--- src/rtl/mod_counter_pkg.sv ---
// Shared FSM state encoding and direction/mode constants for the modulo counter.
package mod_counter_pkg;

   typedef enum logic [1:0] {
      ST_IDLE = 2'd0,
      ST_RUN  = 2'd1,
      ST_DONE = 2'd2
   } state_t;

   localparam logic DIR_UP       = 1'b1;
   localparam logic DIR_DOWN     = 1'b0;
   localparam logic MODE_WRAP    = 1'b0;
   localparam logic MODE_ONESHOT = 1'b1;

endpackage

--- src/rtl/mod_counter_updown_step.sv ---
// Combinational +/-1 step generator with terminal detection and wrap value selection.
module updown_step
   import mod_counter_pkg::*;
#(
   parameter int WIDTH = 32
) (
   input  logic [WIDTH-1:0] count,
   input  logic [WIDTH-1:0] limit,
   input  logic             up,
   output logic [WIDTH-1:0] next,
   output logic             terminal
);

   logic [WIDTH-1:0] toggle;
   logic [WIDTH-1:0] inc_dec;

   // Bit i flips when every lower bit is 1 (counting up) or 0 (counting down).
   assign toggle[0] = 1'b1;
   for (genvar i = 1; i < WIDTH; i++) begin : g_tog
      assign toggle[i] = toggle[i-1] & (count[i-1] ~^ up);
   end

   assign inc_dec  = count ^ toggle;
   assign terminal = (up == DIR_UP) ? (count >= limit) : (count == '0);
   assign next     = terminal ? ((up == DIR_UP) ? '0 : limit) : inc_dec;

endmodule

--- src/rtl/mod_counter.sv ---
// Programmable up/down modulo counter with wrap or one-shot mode, load and limit write.
module mod_counter
   import mod_counter_pkg::*;
#(
   parameter int          WIDTH       = 32,
   parameter logic [63:0] RESET_LIMIT = 64'd4999999,
   parameter int          AUTO_START  = 1
) (
   input  logic             i_clk,
   input  logic             i_rstn,
   input  logic             i_hold,
   input  logic             i_up,
   input  logic             i_mode,
   input  logic             i_start,
   input  logic             i_load,
   input  logic [WIDTH-1:0] i_load_val,
   input  logic             i_limit_wr,
   input  logic [WIDTH-1:0] i_limit,
   output logic [WIDTH-1:0] o_count,
   output logic             o_tick,
   output logic             o_busy,
   output logic             o_done
);

   localparam logic [WIDTH-1:0] LIMIT_INIT = RESET_LIMIT[WIDTH-1:0];
   localparam state_t           STATE_INIT = (AUTO_START != 0) ? ST_RUN : ST_IDLE;

   state_t           state, state_nx;
   logic [WIDTH-1:0] count;
   logic [WIDTH-1:0] limit;
   logic             tick;
   logic [WIDTH-1:0] step_next;
   logic             terminal;
   logic             counting;

   updown_step #(.WIDTH(WIDTH)) u_step (
      .count    (count),
      .limit    (limit),
      .up       (i_up),
      .next     (step_next),
      .terminal (terminal)
   );

   // Load wins over counting; hold only matters while running.
   assign counting = (state == ST_RUN) && !i_hold && !i_load;

   always_comb begin
      state_nx = state;
      case (state)
         ST_IDLE, ST_DONE: if (i_start) state_nx = ST_RUN;
         ST_RUN:           if (counting && terminal && (i_mode == MODE_ONESHOT)) state_nx = ST_DONE;
         default:          state_nx = STATE_INIT;
      endcase
   end

   always_ff @(posedge i_clk) begin
      if (!i_rstn) begin
         state <= STATE_INIT;
         count <= '0;
         limit <= LIMIT_INIT;
         tick  <= 1'b0;
      end else begin
         state <= state_nx;
         tick  <= counting && terminal;
         if (i_limit_wr) limit <= i_limit;
         if (i_load)
            count <= i_load_val;
         else if (counting)
            count <= step_next;
      end
   end

   assign o_count = count;
   assign o_tick  = tick;
   assign o_busy  = (state == ST_RUN);
   assign o_done  = (state == ST_DONE);

endmodule

--- config.mk ---
export PLATFORM = sky130hd
export DESIGN_NAME = mod_counter
export DESIGN_NICKNAME = d
export VERILOG_FILES = /design/src/rtl/mod_counter_pkg.sv /design/src/rtl/mod_counter_updown_step.sv /design/src/rtl/mod_counter.sv
export SDC_FILE = /design/constraint.sdc
export NUM_CORES = 1
export LEC_CHECK = 0
export CORE_MARGIN = 3
export CORE_UTILIZATION = 49
export DETAILED_ROUTE_END_ITERATION = 7
export GPL_TIMING_DRIVEN = 0
export PLACE_DENSITY = 0.78
export RECOVER_POWER = 50
export SYNTH_ARGS = -nofsm -noshare
export SYNTH_HDL_FRONTEND = slang
export SYNTH_SLANG_ARGS = --single-unit
--- constraint.sdc ---
create_clock -name i_clk -period 2.76 [get_ports i_clk]
set_input_delay 0.69 -clock i_clk [delete_from_list [all_inputs] [get_ports i_clk]]
set_output_delay 0.69 -clock i_clk [all_outputs]
set_load 0.1 [all_outputs]
==> flow_summary.ini <==
[power]
ir_drop_mv = 0.2786
power.density_nw_per_um2 = 539.3
p_leak_nw = 2.601

[detailed_routing]
drtPass1Iterations = 7
routed-wl-met2_microns = 7965
highest_layer = met4
postRouteWirelength_microns = 17160
wl_per_cell_microns = 20.46
via_per_inst = 6.035
detail-route-antenna-nets = 0
drc = 0
wl_met3_microns = 1627
drt_iter0_markers = 362
m1WireLength_microns = 7086
vias = 5063

[logic_synthesis]
ys_types = 61
synth_compound_area_frac = 0.2172
synthAdderAreaFrac = 0.08538
syn_avg_cell_area_sq_um = 8.099
synthMuxAreaShare = 0.05523
ys_ff_latch = 67
async_reset_ff_frac = 0
synth_edf_count = 0
synthCells = 579
synthXorXnorAreaFrac = 0.07097
synth_fp_nets = 683
ys.flop_type = dfxtp_1
ys_seq_area_frac = 0.2860
synth_top_family_by_area = simple AND/OR/NAND/NOR gates
synth-simple-area-share = 0.2174
ys_warn_count = 0
synth_area_sq_um = 4689

[worst_setup_path]
critPathRequiredTime_ns = 3.02
path_max_fanout = 5
critPathLaunchType = flop
cp-end-kind = flop
path_class = flop to flop
arrival_ns = 2.97

[cts]
htreeDepth = 3
worstSkewPairLatency_ns = 0.36
clockBufferDepth = 2
cts_made_buffers = 9
cts.root.buffer_cell = clkbuf_8
cts_tree = built
clk_pin_slew_worst_paths_ns = 0.08
clkSinkCount = 67

[sta]
skew_ns = 0.008363
rsz0062_at_grt = true
worstMarginPinSlew_ns = 1.160
slew_viol_final = 0
slew_headroom = 0.2301
setup_viol_count_final = 0
clock.fmax_mhz = 369.7
hold_ws_ns = 0.5097
min_period_over_period = 0.9802
min_period_ns = 2.705
hold_viol_final = 0
tns_ns = 0

[global_route]
grt_util_all_layers = 0.3051
grt_antenna_before_repair = 0
grt_max_degree = 12
grt_pass1_vias = 4920
overflow = 0
grt_pass1_wl_microns = 26010

[cells_and_area]
final_nets = 809
final_cell_mix = clkdlybuf4s50_1 (100), nand2_1 (44), nor3_1 (41)
multi_input_area_sq_um = 3144
final_common_cell = clkdlybuf4s50_1
n_antenna_cell = 0
regArea_sq_um = 1389
areaGrowthSynthToFinish_pct = 37.03
drive_gt1_frac = 0.1521
filler_cell_count = 808

[floorplanning]
die_y_microns = 103.8
rows = 35
core_area_sq_um = 9284
initial_utilization = 0.5051
ios = 107
die_x_microns = 103.8
dieArea_sq_um = 10780

[hold_path]
hold_path.class = flop to flop

[flow_run]
drv_cap = 0

[place]
dp_hpwl_microns = 12330
numPortBuffers = 104
routabilityCongestion = 0.9547

[status]
outcome = complete, no violations
report_power, final:
| part | switching [mW] | total [mW] | internal [mW] |
|---|---|---|---|
| logic | 0.761 | 1.22 | 0.454 |
| registers | 0.111 | 1.16 | 1.05 |
| clock network | 0.418 | 1.09 | 0.674 |
| total | 1.29 | 3.47 | 2.18 |
registers in the layout (all words and copies together), names as in the netlist:
name     count
limit       32
o_count     32
o_tick       1
state        2
cell type report:
type                            count  area share
Multi-Input combinational cell    433      0.4893
Sequential cell                    67      0.2161
Timing Repair Buffer              115      0.1743
Buffer                             41     0.03193
Clock buffer                       12     0.02570
Tap cell                          129     0.02512
Inverter                           38     0.02278
Clock inverter                      4     0.01480
Yosys cell counts, types with 2 or more instances:
cell type  instances  share of area
xnor2_1           21          0.039
a211oi_1           2         0.0032
xor2_1            17          0.032
o21a_1             3         0.0048
mux2_2             3         0.0072
o31ai_1            5         0.0080
nor4_1             6         0.0080
nand3_1            8         0.0085
and3_1            13          0.017
and4_1             6          0.011
nand4_1            4         0.0053
nor2_1            20          0.016
nor2b_1           23          0.031
a21oi_1           29          0.031
a21o_1             4         0.0064
clkbuf_1          28          0.022
o211ai_1          15          0.024
a22oi_1            4         0.0064
o221ai_1           2         0.0037
or2_2              2         0.0027
buf_2             11          0.012
nor3b_1            2         0.0032
nand2b_1           2         0.0027
or3_4              2         0.0048
and2_1             4         0.0053
a31oi_1            5         0.0067
o2bb2ai_1          2         0.0037
a221oi_1          14          0.026
dfxtp_1           67           0.29
nor3_1            42          0.045
a221o_1            4         0.0085
ha_1              32          0.085
nand2_1           44          0.035
inv_1             38          0.030
o21ai_0           40          0.043
or3_1              5         0.0067
a41oi_1            6          0.011
mux2i_1           21          0.045
critical path: stages, from the launching register on:
cell,delay [ns]
dfxtp_1,0.41
inv_1,0.07
ha_1,0.28
and3_1,0.23
nand4_1,0.26
o221ai_2,0.17
a211o_1,0.32
a21oi_4,0.23
buf_8,0.16
clkinvlp_4,0.19
o31ai_2,0.29
cell families after synthesis:
| group | after synthesis |
|---|---|
| AND/OR/NAND/NOR | 188 |
| AO/OA/AOI/OAI | 150 |
| buffers and inverters | 79 |
| flip-flops | 67 |
| XOR/XNOR | 38 |
| adder cells (fa/ha/maj) | 32 |
| multiplexers | 25 |
metal layers:
| layer | up-vias | global-route usage |
|---|---|---|
| met2 | 277 | 0.4903 |
| li1 | 2354 | - |
| met3 | 46 | 0.07601 |
| met5 | - | 0 |
| met4 | 0 | 0.1168 |
| met1 | 2386 | 0.3944 |
final timing paths:
path / start / endpoint / slack (ns) / cells after the start
worst max-delay path: limit[23] / o_count[23] / 0.05 / 10
worst min-delay path: limit[11] / limit[11] / 0.51 / 2
worst max register to register: limit[23] / o_count[23] / 0.05 / 10
worst min register to register: limit[11] / limit[11] / 0.51 / 2
repair_timing:
item | 4_1_cts | 5_1_grt
gates cloned | 0 | 0
buffers inserted | 4 | 7
hold buffers | 0 | 0
endpoints found under the setup margin | 34 | 34
pin swaps | 2 | 5
gates resized for setup | 11 | 29
per-stage QoR:
step	std cells	setup slack (ns)	instance area, sq um	total power [mW]	utilization
3_3_place_gp	812	-0.7745	5937	2.266	0.6395
5_1_grt	839	-0.03308	6426	3.594	0.6922
2_1_floorplan	579	0.009454	4735	1.914	-
3_5_place_dp	812	-0.7345	5937	2.285	0.6395
4_1_cts	832	0.0007665	6266	3.384	0.6749
6_report	839	0.05474	6426	3.465	0.6922
Power figures use the tool's default switching activity.
